## src/rtl/huffman_code_gen.sv

```systemverilog
// rtl/huffman_code_gen.sv - Huffman code-table generator (depth-first tree walk)
//
// Walks a binary Huffman tree stored in shared memory from root node 0 using
// an explicit stack. Each leaf produces one code-table word {length, code},
// where the code is left-aligned MSB-first.
//
// Ports:
//   clk, rst    clock, asynchronous active-high reset
//   start       begin a run (sampled only when idle)
//   busy        high whenever not idle
//   done        one-cycle pulse at the end of a run
//   error       raised with done on a failed run, held until next start
//   sym_count   leaves written in the current/last run
//   mem_addr    shared read/write address
//   mem_rd      read strobe, one cycle per read
//   mem_wr      write strobe, one cycle per write
//   mem_rdata   child reference returned by memory
//   mem_wdata   write data {len, code}
module huffman_code_gen #(
   parameter int SYM_W     = 8,
   parameter int MAX_LEN   = 16,
   parameter int LEN_W     = 5,
   parameter int ADDR_W    = 10,
   parameter int NODE_BASE = 256,
   parameter int CODE_BASE = 0,
   parameter int MEM_LAT   = 2
) (
   input  logic                      clk,
   input  logic                      rst,
   input  logic                      start,
   output logic                      busy,
   output logic                      done,
   output logic                      error,
   output logic [SYM_W:0]            sym_count,
   output logic [ADDR_W-1:0]         mem_addr,
   output logic                      mem_rd,
   output logic                      mem_wr,
   input  logic [SYM_W:0]            mem_rdata,
   output logic [LEN_W+MAX_LEN-1:0]  mem_wdata
);

   localparam int NUM_SYM = 2**SYM_W;
   localparam int SP_W    = $clog2(MAX_LEN + 1);
   localparam int IDX_W   = (MAX_LEN > 1) ? $clog2(MAX_LEN) : 1;
   localparam int CNT_W   = (MEM_LAT > 1) ? $clog2(MEM_LAT) : 1;

   typedef enum logic [2:0] {
      S_IDLE, S_READ, S_WAIT, S_EVAL, S_WRITE, S_ADVANCE, S_DONE, S_ERR
   } state_t;

   state_t               state, next_state;
   logic [SP_W-1:0]      sp;
   logic [SYM_W-1:0]     stk_node [MAX_LEN];
   logic [MAX_LEN-1:0]   stk_br;
   logic [SYM_W:0]       child;
   logic [CNT_W-1:0]     wait_cnt;
   logic                 error_q;
   logic [MAX_LEN-1:0]   code;
   logic [IDX_W-1:0]     top_idx, push_idx;
   logic [SYM_W-1:0]     top_node;
   logic                 top_br;
   logic                 wait_last, at_max, table_full, is_internal;

   assign top_idx     = IDX_W'(sp - 1'b1);
   assign push_idx    = IDX_W'(sp);
   assign top_node    = stk_node[top_idx];
   assign top_br      = stk_br[top_idx];
   assign wait_last   = (wait_cnt == CNT_W'(MEM_LAT - 1));
   assign at_max      = (sp == SP_W'(MAX_LEN));
   assign table_full  = (sym_count == (SYM_W+1)'(NUM_SYM));
   assign is_internal = child[SYM_W];

   // Code bit for depth k comes from the branch taken at stack entry k.
   always_comb begin
      code = '0;
      for (int k = 0; k < MAX_LEN; k++)
         if (SP_W'(k) < sp) code[MAX_LEN-1-k] = stk_br[k];
   end

   always_ff @(posedge clk or posedge rst) begin
      if (rst) state <= S_IDLE;
      else     state <= next_state;
   end

   always_comb begin
      next_state = state;
      case (state)
         S_IDLE:    if (start) next_state = S_READ;
         S_READ:    next_state = S_WAIT;
         S_WAIT:    if (wait_last) next_state = S_EVAL;
         S_EVAL:    if (!is_internal) next_state = S_WRITE;
                    else if (at_max)  next_state = S_ERR;
                    else              next_state = S_READ;
         S_WRITE:   next_state = table_full ? S_ERR : S_ADVANCE;
         // Branch 1 done: unwind one level per cycle until an unfinished node.
         S_ADVANCE: if (!top_br)                next_state = S_READ;
                    else if (sp == SP_W'(1))    next_state = S_DONE;
         S_DONE:    next_state = S_IDLE;
         S_ERR:     next_state = S_IDLE;
         default:   next_state = S_IDLE;
      endcase
   end

   always_comb begin
      busy      = (state != S_IDLE);
      done      = (state == S_DONE) || (state == S_ERR);
      error     = error_q || (state == S_ERR);
      mem_rd    = 1'b0;
      mem_wr    = 1'b0;
      mem_addr  = '0;
      mem_wdata = '0;
      case (state)
         S_READ: begin
            mem_rd   = 1'b1;
            mem_addr = ADDR_W'(NODE_BASE) + ADDR_W'({top_node, top_br});
         end
         S_WRITE: if (!table_full) begin
            mem_wr    = 1'b1;
            mem_addr  = ADDR_W'(CODE_BASE) + ADDR_W'(child[SYM_W-1:0]);
            mem_wdata = {LEN_W'(sp), code};
         end
         default: ;
      endcase
   end

   always_ff @(posedge clk or posedge rst) begin
      if (rst) begin
         sp        <= '0;
         sym_count <= '0;
         error_q   <= 1'b0;
         wait_cnt  <= '0;
         child     <= '0;
      end else begin
         case (state)
            S_IDLE: if (start) begin
               sp        <= SP_W'(1);
               sym_count <= '0;
               error_q   <= 1'b0;
            end
            S_READ: wait_cnt <= '0;
            S_WAIT: begin
               wait_cnt <= wait_cnt + 1'b1;
               if (wait_last) child <= mem_rdata;
            end
            S_EVAL:    if (is_internal && !at_max) sp <= sp + 1'b1;
            S_WRITE:   if (!table_full) sym_count <= sym_count + 1'b1;
            S_ADVANCE: if (top_br) sp <= sp - 1'b1;
            S_ERR:     error_q <= 1'b1;
            default: ;
         endcase
      end
   end

   // Stack contents need no reset: sp alone defines which entries are live.
   always_ff @(posedge clk) begin
      if (state == S_IDLE && start) begin
         stk_node[0] <= '0;
         stk_br[0]   <= 1'b0;
      end else if (state == S_EVAL && is_internal && !at_max) begin
         stk_node[push_idx] <= child[SYM_W-1:0];
         stk_br[push_idx]   <= 1'b0;
      end else if (state == S_ADVANCE && !top_br) begin
         stk_br[top_idx] <= 1'b1;
      end
   end

endmodule

```

## config.mk

```make
export PLATFORM = sky130hd
export DESIGN_NAME = huffman_code_gen
export DESIGN_NICKNAME = d
export VERILOG_FILES = /design/src/rtl/huffman_code_gen.sv
export SDC_FILE = /design/constraint.sdc
export NUM_CORES = 1
export LEC_CHECK = 0
export BUFFER_PORTS_ARGS = -buffer_cell sky130_fd_sc_hd__buf_2
export CORE_UTILIZATION = 35
export DETAILED_ROUTE_END_ITERATION = 8
export PLACE_DENSITY = 0.6
export SLEW_MARGIN = 15
export SYNTH_ARGS = -nofsm -noshare
export SYNTH_HDL_FRONTEND = slang
export SYNTH_SLANG_ARGS = --single-unit
```

## constraint.sdc

```tcl
create_clock -name clk -period 5.77 [get_ports clk]
set_clock_uncertainty 0.2 [all_clocks]
set_input_delay 0.2885 -clock clk [delete_from_list [all_inputs] [get_ports clk]]
set_output_delay 0.2885 -clock clk [all_outputs]
set_load 0.01 [all_outputs]
```

* Yosys cells after proc, flatten, opt, wreduce, memory -nomap -nowiden
Memory sizes are Yosys's and may differ from the RTL's. Index checks and enable logic that the tools add are counted. W data, S select, Z words.
Word-level totals: latch bits 0, memory bits (writable) 128, memories 1, bits in read-only memories 0, bits in registers 44, output and inout port bits 45
Cells by class: div/mod/pow operators 0, muxes and demuxes 57, bitwise gates (word level) 4, $add $sub $neg 5, shifts and indexed selects 0, reduce and logical (&&, ||, !) cells 26, magnitude comparators 20, equal/unequal tests 16, multipliers 0
Memory list:
- stk_node | depth 16, width 8, rd ports 1, clocked after memory_dff 0, wr ports 1, RTL line 53 | logic [SYM_W-1:0] stk_node [MAX_LEN];
Operators with widths (number):
- $mux W21 | 2
- $lt A4 B5 Y1 const A | 8
- $mux W16 | 2
- $mux W1 | 29
- $pmux W3 S7 | 1
- $lt A3 B5 Y1 const A | 4
- $pmux W10 S2 | 1
- $mux W3 | 6
- $mux W9 | 2
- $pmux W9 S2 | 1
- $and A16 B16 Y16 | 1
- $mux W8 | 2
- $not A16 Y16 | 1
- $or A16 B16 Y16 | 1
- $mux W5 | 3
- $pmux W5 S3 | 1
- $eq A3 B3 Y1 const B | 4
- $add A9 B9 Y10 const A | 1
- $lt A1 B5 Y1 const A | 2
- $lt A2 B5 Y1 const A | 2
- $lt A4 B5 Y1 const B | 2
- $ne A2 B2 Y1 const B | 5
- $add A9 B1 Y9 const B | 1
- $eq A9 B9 Y1 const B | 1
- 26 further kinds | 45

* Longest topological paths before layout
Gate-level depths: netlist (run 1).
depth in word-level cells 8, gate-level depth with buffers 11

* Least setup slack after synthesis (run 1)
OpenSTA, ideal clock, no wires.
path type flip-flop to flip-flop, start register sp[0], end register stk_br[10], enable pin, stages on the path, launching flop included 11, path slack 1.836 ns, buffers on the path 4, data arrival time 3.326 ns, path through dfrtp_1 -> buf_6 -> buf_8 -> buf_2 -> inv_1 -> ha_1 -> buf_2 -> mux4_2 -> mux2i_1 -> mux2i_2 -> o21ai_0
On the way: cells in the longest elaborated chain, start to end 7, elaborated cells between the ends (all ways) 10
RTL lines:
- start, declared | RTL line 52 | logic [SP_W-1:0] sp;
- start signal, assigned | RTL line 145 | S_EVAL: if (is_internal && !at_max) sp <= sp + 1'b1;
- start signal, assigned | RTL line 147 | S_ADVANCE: if (top_br) sp <= sp - 1'b1;
- $sub A5 B1 Y5
- $bmux W1 S4 | RTL line 67 | assign top_br = stk_br[top_idx];
- $mux W1 (not written as such) | RTL line 67
- $logic_not A1 Y1 | RTL line 162 | end else if (state == S_ADVANCE && !top_br) begin
- $logic_and A1 B1 Y1 | RTL line 162
- $reduce_bool A2 Y1 (no source line) (*)
- $reduce_and A2 Y1 (no source line) (*)
- end signal, assigned by index | RTL line 161 | stk_br[push_idx] <= 1'b0;
- end signal, assigned by index | RTL line 163 | stk_br[top_idx] <= 1'b1;
- end, declared | RTL line 54 | logic [MAX_LEN-1:0] stk_br;
Mark *: on every way between the ends. The rest lies on a longest branch, timed or not. The select of a mux whose other input is x is not followed. A chain may end at the register's enable or synchronous reset.

* Worst setup path after layout (run 1)
start register sp[1], end output mem_addr[9]
On the way: cells in the longest elaborated chain, start to end 5, elaborated cells between the ends (all ways) 6
RTL lines:
- $sub A5 B1 Y5 (*)
- $bmux W1 S4 | RTL line 67
- $mux W1 (not written as such) | RTL line 67
- $add A9 B9 Y10 (*) | RTL line 115 | mem_addr = ADDR_W'(NODE_BASE) + ADDR_W'({top_node, top_br});
- $pmux W10 S2 (*) | RTL line 112 | case (state)
- end, declared | RTL line 35 | output logic [ADDR_W-1:0] mem_addr,
Marked as above.

==> results of run 1 <==
==> cell usage in the layout, fill, tap and decap left out, types with 7 or more instances in the layout <==
cell type,synthesis,final
nand2_1,61,61
a21oi_1,18,18
o21ai_0,19,17
dlygate4sd3_1,0,10
inv_1,14,14
a32o_1,8,8
ha_1,9,9
and2_1,19,19
buf_2,8,56
nor2_1,42,42
mux2_2,9,9
nand3b_1,8,8
and3_1,13,13
a31oi_1,10,10
nand3_1,15,15
edfxtp_1,143,143
mux4_2,30,30
mux4_1,7,7
dfrtp_1,28,27
clkbuf_16,0,17
==> critical path, delay by kind of cell, from the launching register on <==
kind                     cells  cell delay [ns]
AND/OR/NAND/NOR              1             0.18
flip-flops                   1             0.57
multiplexers                 2             0.88
adder cells (fa/ha/maj)      1             0.98
buffers and inverters        3             0.78
==> timing repair <==
| action | 4_1_cts | 5_1_grt |
|---|---|---|
| hold buffers | 10 | 0 |
| hold endpoints to repair | 37 | 0 |
| resized for setup | 0 | 0 |
| setup buffers | 0 | 0 |
==> per-layer routing <==
layer,vias up,track usage (%),part of all wire [%]
met2,209,27.2,48
met1,2563,24.2,44
li1,2241,-,-
met4,0,5.53,1.7
met5,-,0,0
met3,25,4.59,6.9
==> report_power, final <==
group	leakage (uW)	internal [uW]	total (uW)	switching [uW]
Clock	0.000290	654	1170	515
Sequential	0.00169	1520	1670	152
Combinational	0.00150	707	1760	1050
==> flip-flops by register name (all words and copies together) (netlist names) <==
register	flops
child	9
stk_node	128
sp	5
stk_br	16
wait_cnt	1
sym_count	9
state	3
error_q	1
==> logic make-up after synthesis <==
group,Yosys count,synth area share [%]
compound gates,83,7.18
buf+inv,51,2.99
xor+xnor,10,1.52
fa+ha+maj,9,1.41
mux,52,12.8
flops,172,62.8
simple gates,182,11.3
==> through the flow <==
step | setup slack (ns) | hold slack, ns | total power, uW | cell area, um2
6_report | 1.45 | 0.107 | 4600 | 9180
5_1_grt | 1.24 | 0.117 | 4810 | 9180
4_1_cts | 1.42 | 0.101 | 4600 | 9170
3_5_place_dp | 1.37 | 0.187 | 3440 | 8480
3_3_place_gp | 1.64 | 0.177 | 3420 | 8480
2_1_floorplan | 1.84 | 0.154 | 2910 | 7990
==> layout make-up <==
cell class	count	area, um2	share of cell area [%]
sequential	172	5020	54.6
multi-input combinational	336	2750	29.9
clock buffer	20	437	4.76
timing repair buffer	72	425	4.63
tap	280	350	3.82
clock inverter	12	151	1.65
inverter	14	52.6	0.572
==> worst max path at each step <==
stage          slack [ns]           to  startpoint
2_1_floorplan        1.84   stk_br[10]       sp[0]
3_3_place_gp         1.64    stk_br[9]       sp[1]
3_5_place_dp         1.37    stk_br[8]       sp[1]
4_1_cts              1.42    stk_br[6]       sp[1]
5_1_grt              1.24  mem_addr[9]       sp[1]
6_report             1.45  mem_addr[9]       sp[1]
==> out/qor.txt, run 1 <==
synthesis warning total: 0
Detailed Route WL: 19.7 mm
Fmax achieved: 231 MHz
register area share after synthesis: 62.8%
core area: 22,100 um2
syn avg cell area: 14.3 um2
final hold vios: 0
TNS Setup: 0 ns
CTS clk-pin slew, worst paths: 0.07 ns
first-pass GRT wire length: 30.8 mm
# IOs: 57
run status: completed
CTS tree: yes
final setup violation count: 0
Hold Crit Class: input port to flip-flop
R2R depth: 6
minimum clock period: 4.32 ns
overall routing resource usage: 17.6%
Clock Tree Root: clkbuf_16
WP data arrival: 3.83 ns
DRT Pass-1 Iters: 5
cell chain of the critical path: inv_1, ha_1, buf_4, mux4_2, mux4_2, and2_1, buf_2
share of post-route cells with drive strength above 1: 22.5%
number of port buffers: 56
RR Endpoint: stk_br[6]
final antenna-violating net count: 0
vias per inst: 5.56
CTS Buffer Depth: 2
CP Data Required Time: 5.28 ns
post-synthesis cell type count: 59
CP max-delay cell: ha_1
CP max FO: 21
Final Util: 41.6%
Max Cap Viol: 0
Main synth FF type: edfxtp_1
Die Wd: 153 um
register bit total from synthesis: 172
drt drc: 0
die height: 153 um
CP startpoint kind: flip-flop
max-slew violations: 0
FP Rows: 54
CTS Buf Count: 17
number of synthesized flops with an enable pin: 143
mean routed wirelength per cell: 21.7 um
reg2reg setup slack: 1.85 ns
Crit path top cell by count: mux4_2
Netlist Area Pre-Place: 7990 um2
Post-DP HPWL: 12.9 mm
Die ar.: 23,400 um2
H-tree levels: 4
Placed Instances: 864
Vias: 5,038
total congestion overflow: 0
largest cells by area after synthesis: edfxtp_1 54%, dfrtp_1 8.8%, mux4_2 8.5%, nand2_1 2.9%, mux4_1 2.3%
CP max stage delay: 0.98 ns
hold path startpoint: start
Iteration-0 DRC Markers: 349
most common cell in the netlist: edfxtp_1
initial antenna violation count: 0
worst vdd ir: 0.263 mV
period utilization: 74.9%
GP Congestion: 0.885
Layout area overhead: 14.9%
synth cell count leaders: 143 x edfxtp_1, 61 x nand2_1, 42 x nor2_1
Crit Path Category: flip-flop to primary output
RSZ-0062 raised after global routing: no
clock sink count: 172
Yosys top cell by area: edfxtp_1
largest net degree at the start of global routing: 47
crit path capture type: primary output
PwrDens: 501 nW/um2
Finished Layout Cells: 906
Worst Hold End: error_q
initial core utilization: 36.1%
worst slew pin tran: 1.03 ns
Syn Inst Count: 559
FFs w/ async S/R, synth: 16.3%
max_slew headroom: 31.1%
NumNets Final: 634
vias in the first global route: 5,029
P_leak: 0.00349 uW
Hold Path Depth: 3
Clock Latency Late Sink: 0.44 ns
Fillers: 2,013
worst r2r src: sp[1]
syn nets: 580
Synth top area share: 53.8%
Ant. Diodes: 0
No activity file was read; power rests on OpenSTA's default activity.
==> run 2, diff against run 1 <==
--- a/config.mk
+++ b/config.mk
@@ -8,7 +8,7 @@
 export BUFFER_PORTS_ARGS = -buffer_cell sky130_fd_sc_hd__buf_2
 export CORE_UTILIZATION = 35
 export DETAILED_ROUTE_END_ITERATION = 8
-export PLACE_DENSITY = 0.6
+export PLACE_DENSITY = 0.62
 export SLEW_MARGIN = 15
 export SYNTH_ARGS = -nofsm -noshare
 export SYNTH_HDL_FRONTEND = slang
==> constraint.sdc (replaced) <==
create_clock -name clk -period 3.5 [get_ports clk]
set_clock_uncertainty 0.2 [all_clocks]
set_input_delay 0.175 -clock clk [delete_from_list [all_inputs] [get_ports clk]]
set_output_delay 0.175 -clock clk [all_outputs]
set_load 0.01 [all_outputs]
==> out/qor.txt, run 2 (synthesized netlist as in run 1, its figures left out) <==
CP max-delay cell: inv_1
vias in the first global route: 5,205 (+3.5%)
initial core utilization: 36.1% (unchanged)
Clock Tree Root: clkbuf_16
area post-placement: 8680 um2 (+2.4%)
Detailed Route WL: 19.7 mm (about the same)
CP max stage delay: 0.65 ns (-0.33 ns)
Final Util: 42.4% (+0.83 points)
period utilization: 93.9%
RSZ-0062 raised after global routing: no
Die ar.: 23,400 um2 (unchanged)
CP Data Required Time: 3.12 ns (-2.16 ns)
Ant. Diodes: 0 (unchanged)
M3 GR Usage: 3.88% (-0.71 points)
RR Endpoint: stk_br[6]
vias per inst: 5.55 (-0.26%)
Seq. cell area: 5020 um2 (unchanged)
GP Congestion: 0.913 (+3.2%)
Crit Path Category: flip-flop to primary output
DRT Pass-1 Iters: 5 (unchanged)
CTS Buffer Depth: 2 (unchanged)
Layout area overhead: 17.2%
grt met2 use: 28.0% (+0.83 points)
CP max FO: 22 (+4.8%)
overall routing resource usage: 17.6% (-0.018 points)
Max Cap Viol: 0 (unchanged)
first-pass GRT wire length: 30.8 mm (about the same)
number of port buffers: 56 (unchanged)
Fillers: 1,967 (-2.3%)
FP Rows: 54 (unchanged)
Biggest register: stk_node
final instance area: 9360 um2 (+2.0%)
CP startpoint kind: flip-flop
total congestion overflow: 0 (unchanged)
Vias: 5,180 (+2.8%)
final setup violation count: 0 (unchanged)
CTS tree: yes
most used routing layer: met2
minimum clock period: 3.28 ns
share of post-route cells with drive strength above 1: 25.5% (+3.0 points)
R2R depth: 7 (+1)
most frequent cells in the layout: 143 x edfxtp_1, 61 x nand2_1, 56 x buf_2
reg2reg setup slack: 0.57 ns (-1.28 ns)
final antenna-violating net count: 0 (unchanged)
crit path capture type: primary output
# IOs: 57 (unchanged)
NumNets Final: 662 (+4.4%)
worst vdd ir: 0.383 mV (+45%)
Multi-input gate area: 2750 um2 (unchanged)
Iteration-0 DRC Markers: 393 (+13%)
die height: 153 um (unchanged)
cell chain of the critical path: inv_1, ha_1, nor4bb_1, and2_1, nand2b_1, buf_4, inv_1, o311a_1, buf_2
most common cell after layout, fill and taps aside: edfxtp_1
max FFs per register: 128 (unchanged)
initial antenna violation count: 0 (unchanged)
core area: 22,100 um2 (unchanged)
Fmax achieved: 304 MHz
largest net degree at the start of global routing: 29 (-38%)
WP data arrival: 2.91 ns (-0.92 ns)
top flop regs: stk_node x128, stk_br x16
CTS clk-pin slew, worst paths: 0.07 ns (about the same)
drt drc: 0 (unchanged)
worst r2r src: sp[0]
global routing usage on met1: 23.9% (-0.33 points)
Hold Crit Class: input port to asynchronous set/reset pin
max-slew violations: 0 (unchanged)
worst slew pin tran: 0.904 ns (-0.123 ns)
Clock Latency Late Sink: 0.43 ns (about the same)
mean routed wirelength per cell: 21.1 um (-2.9%)
Crit path top cell by count: inv_1
Post-DP HPWL: 13.3 mm (+2.7%)
PwrDens: 804 nW/um2 (+61%)
run status: completed
CTS Buf Count: 17 (unchanged)
P_leak: 0.00362 uW (+3.6%)
TNS Setup: 0 ns (unchanged)
final hold vios: 0 (unchanged)
max_slew headroom: 39.4% (+8.3 points)
Die Wd: 153 um (unchanged)
clock sink count: 172 (unchanged)
H-tree levels: 4 (unchanged)
## run 2: cell types whose count changed in the layout (fill, tap and decap cells not counted), sizes merged
cell / change
bufinv: -1
dlygate4sd3: +1
inv: -1
clkbuf: -3
clkinv: +4
buf: +27
clkinvlp: +1
## run 2: layout make-up
class	count	share of cell area, %
multi-input combinational	336	29.3
timing repair buffer	100	6.81
tap	280	3.74
clock inverter	15	1.43
clock buffer	17	4.54
inverter	14	0.561
sequential	172	53.6
## run 2: critical path, delay by kind of cell (launching register included)
| kind | cells | cell delay, ns |
|---|---|---|
| AO/OA/AOI/OAI | 1 | 0.34 |
| flip-flops | 1 | 0.45 |
| buffers and inverters | 4 | 1.05 |
| adder cells (fa/ha/maj) | 1 | 0.19 |
| AND/OR/NAND/NOR | 3 | 0.46 |
## run 2: metrics by stage
step                      total power, uW  hold slack (ns)  std cells  setup slack (ns)
after floorplan                      4810           0.0404        559             0.253
after global placement               5660           0.0669        891             0.710
after detailed placement             5730           0.0908        891             0.648
after CTS                            7550            0.172        934             0.172
after global routing                 7920            0.209        934            0.0995
final                                7530            0.167        934             0.215
## run 2: repair_timing
action,4_1_cts,5_1_grt
resized for setup,0,1
setup endpoints to repair,0,1
endpoints found under the hold margin,38,0
buffers inserted,0,0
hold buffers,11,0
## run 2: power breakdown
group	total [uW]	switching (uW)	internal, uW
sequential	2730	229	2500
combinational	2990	1760	1230
clock	1810	818	989
total	7530	2810	4720
## run 2: per-layer routing
| metal | vias to the layer above | routed length [um] |
|---|---|---|
| li1 | 2310 | - |
| met1 | 2612 | 8300 |
| met2 | 231 | 9650 |
| met3 | 27 | 1390 |
| met4 | 0 | 335 |
| met5 | - | 0 |
## run 2: how the worst max path moves through the flow
stage                        end  depth (start not counted)         start  slack [ns]
floorplan             stk_br[10]                         10         sp[0]        0.25
global placement     mem_addr[9]                          6         sp[0]        0.71
detailed placement   mem_addr[9]                          6         sp[0]        0.65
CTS                  mem_addr[9]                          6         sp[0]        0.17
global route         mem_addr[9]                          7         sp[0]         0.1
finish              mem_wdata[9]                          9  sym_count[0]        0.22
==> run 3, diff against run 2 <==
--- a/config.mk
+++ b/config.mk
@@ -6,6 +6,7 @@
 export NUM_CORES = 1
 export LEC_CHECK = 0
 export BUFFER_PORTS_ARGS = -buffer_cell sky130_fd_sc_hd__buf_2
+export CORE_ASPECT_RATIO = 0.75
 export CORE_UTILIZATION = 35
 export DETAILED_ROUTE_END_ITERATION = 8
 export PLACE_DENSITY = 0.62
==> out/qor.txt, run 3 (synthesized netlist as in run 1, its figures left out) <==
run status: finished, violations left
failing checks: negative hold slack
cell chain of the critical path: inv_1, ha_1, buf_12, mux4_2, mux4_2, and2_1, buf_2
Overall Power: 7710 uW (+2.5%)
hold slack: -0.00550 ns (-0.173 ns)
minimum clock period: 3.22 ns (-0.0608 ns)
NumNets Final: 663 (+0.15%)
CP max stage delay: 0.52 ns (-0.13 ns)
WP buf/inv: 3 (-1)
CTS Buffer Depth: 2 (unchanged)
DRT Pass-1 Iters: 6 (+1)
CP max-delay cell: mux4_2
CTS Buf Count: 17 (unchanged)
CP startpoint kind: flip-flop
Crit path top cell by count: mux4_2
Hold Crit Class: input port to flip-flop
final hold vios: 1 (+1)
TNS Setup: 0 ns (unchanged)
post-cts resize count: 0 (unchanged)
CTS tree: yes
max-slew violations: 0 (unchanged)
H-tree levels: 4 (unchanged)
Vias: 5,186 (+0.12%)
period utilization: 92.1% (-1.7 points)
most used routing layer: met2
overall routing resource usage: 17.4% (-0.14 points)
Ant. Diodes: 0 (unchanged)
Critical path destination: mem_addr[9]
top flop regs: stk_node x128, stk_br x16
global routing usage on met1: 25.2% (+1.3 points)
Layout area overhead: 18.2%
Max Cap Viol: 0 (unchanged)
FP Rows: 47 (-13%)
PwrDens: 817 nW/um2 (+1.7%)
Die Wd: 176 um (+15%)
delay-heaviest family, CP: multiplexers
M3 GR Usage: 5.14% (+1.3 points)
# IOs: 57 (unchanged)
initial core utilization: 35.9% (-0.22 points)
final antenna-violating net count: 0 (unchanged)
R2R depth: 7 (unchanged)
Fillers: 2,025 (+2.9%)
GP Congestion: 0.882 (-3.4%)
final setup violation count: 0 (unchanged)
number of port buffers: 56 (unchanged)
grt met2 use: 25.7% (-2.3 points)
Fmax achieved: 310 MHz (+1.9%)
most frequent cells in the layout: 143 x edfxtp_1, 61 x nand2_1, 56 x buf_2
Finished Layout Cells: 949 (+1.6%)
Clock Tree Root: clkbuf_16
reg2reg setup slack: 0.66 ns (+0.09 ns)
critical path depth: 7 (-2)
initial antenna violation count: 0 (unchanged)
vias per inst: 5.46 (-1.5%)
vias in the first global route: 5,029 (-3.4%)
worst vdd ir: 0.372 mV (-2.8%)
worst slew pin tran: 0.987 ns (+0.0830 ns)
Clock Latency Late Sink: 0.43 ns (about the same)
RSZ-0062 raised after global routing: no
WP data arrival: 2.85 ns (-0.06 ns)
die height: 133 um (-13%)
CP max FO: 22 (unchanged)
most common cell after layout, fill and taps aside: edfxtp_1
share of post-route cells with drive strength above 1: 26.4% (+0.88 points)
Placed Instances: 907 (+1.8%)
clock sink count: 172 (unchanged)
core area: 22,200 um2 (+0.61%)
P_leak: 0.00365 uW (+0.85%)
Die ar.: 23,400 um2 (about the same)
Iteration-0 DRC Markers: 569 (+45%)
Crit Path Category: flip-flop to primary output
CP startpoint: sp[0]
Post-CTS Hold Fix Bufs: 10 (-1)
drt drc: 0 (unchanged)
total congestion overflow: 0 (unchanged)
Post-DP HPWL: 13.4 mm (+0.73%)
first-pass GRT wire length: 30.1 mm (-2.3%)
crit path capture type: primary output
postcts setup bufs: 0 (unchanged)
largest net degree at the start of global routing: 47 (+62%)
max_slew headroom: 33.8% (-5.6 points)
worst r2r src: sp[0]
mean routed wirelength per cell: 21.0 um (-0.33%)
Biggest register: stk_node
RR Endpoint: stk_br[6]
Detailed Route WL: 19.9 mm (+1.3%)
max FFs per register: 128 (unchanged)
CTS clk-pin slew, worst paths: 0.07 ns (about the same)
CP Data Required Time: 3.12 ns (about the same)
## run 3: cell types whose count changed in the layout (fill, tap and decap cells not counted), sizes merged
cell	delta
buf	+2
bufinv	+2
clkbuf	+1
clkinv	-1
clkinvlp	+2
dlygate4sd3	-1
inv	-4
## run 3: worst min path at each step
stage	startpoint	end	slack (ns)	cells past startpoint
final	start	error_q	-0.006	3
after global routing	start	error_q	0.02	3
after CTS	start	error_q	0.001	3
after detailed placement	mem_rdata[8]	child[8]	0.20	3
after global placement	mem_rdata[8]	child[8]	0.19	3
after floorplan	rst	child[0]	0.04	1
## run 3: where the power goes
part,switching [uW],internal [uW],leakage [uW],total (uW)
logic,1810,1280,0.00167,3080
clock network,795,1120,0.000285,1920
registers,209,2500,0.00169,2710
## run 3: worst reg2reg max path: stages, from the launching register on
cell,delay (ns)
dfrtp_2,0.39
inv_1,0.13
ha_1,0.51
mux4_2,0.37
mux2i_1,0.29
mux2i_2,0.23
o21ai_2,0.16
buf_4,0.26
## run 3: cell type report
| class | count | area [um2] | share of cell area [%] |
|---|---|---|---|
| Clock buffer | 18 | 429 | 4.55 |
| Clock inverter | 14 | 166 | 1.76 |
| Inverter | 14 | 52.6 | 0.557 |
| Multi-Input combinational cell | 336 | 2740 | 29.0 |
| Sequential cell | 172 | 5020 | 53.1 |
| Tap cell | 294 | 368 | 3.90 |
| Timing Repair Buffer | 101 | 668 | 7.08 |
## run 3: metrics by stage
| stage | setup WS, ns | area, um2 | utilization, % |
|---|---|---|---|
| 6_report | 0.276 | 9440 | 42.5 |
| 5_1_grt | 0.195 | 9440 | 42.5 |
| 4_1_cts | 0.263 | 9440 | 42.5 |
| 3_5_place_dp | 0.701 | 8750 | 39.3 |
| 3_3_place_gp | 0.782 | 8750 | 39.3 |
| 2_1_floorplan | 0.253 | 7990 | - |
## run 3: routing by layer
| layer | wire, um | vias to the layer above |
|---|---|---|
| met5 | 0 | - |
| met4 | 160 | 0 |
| met3 | 1600 | 15 |
| met2 | 9070 | 219 |
| met1 | 9100 | 2647 |
| li1 | - | 2305 |
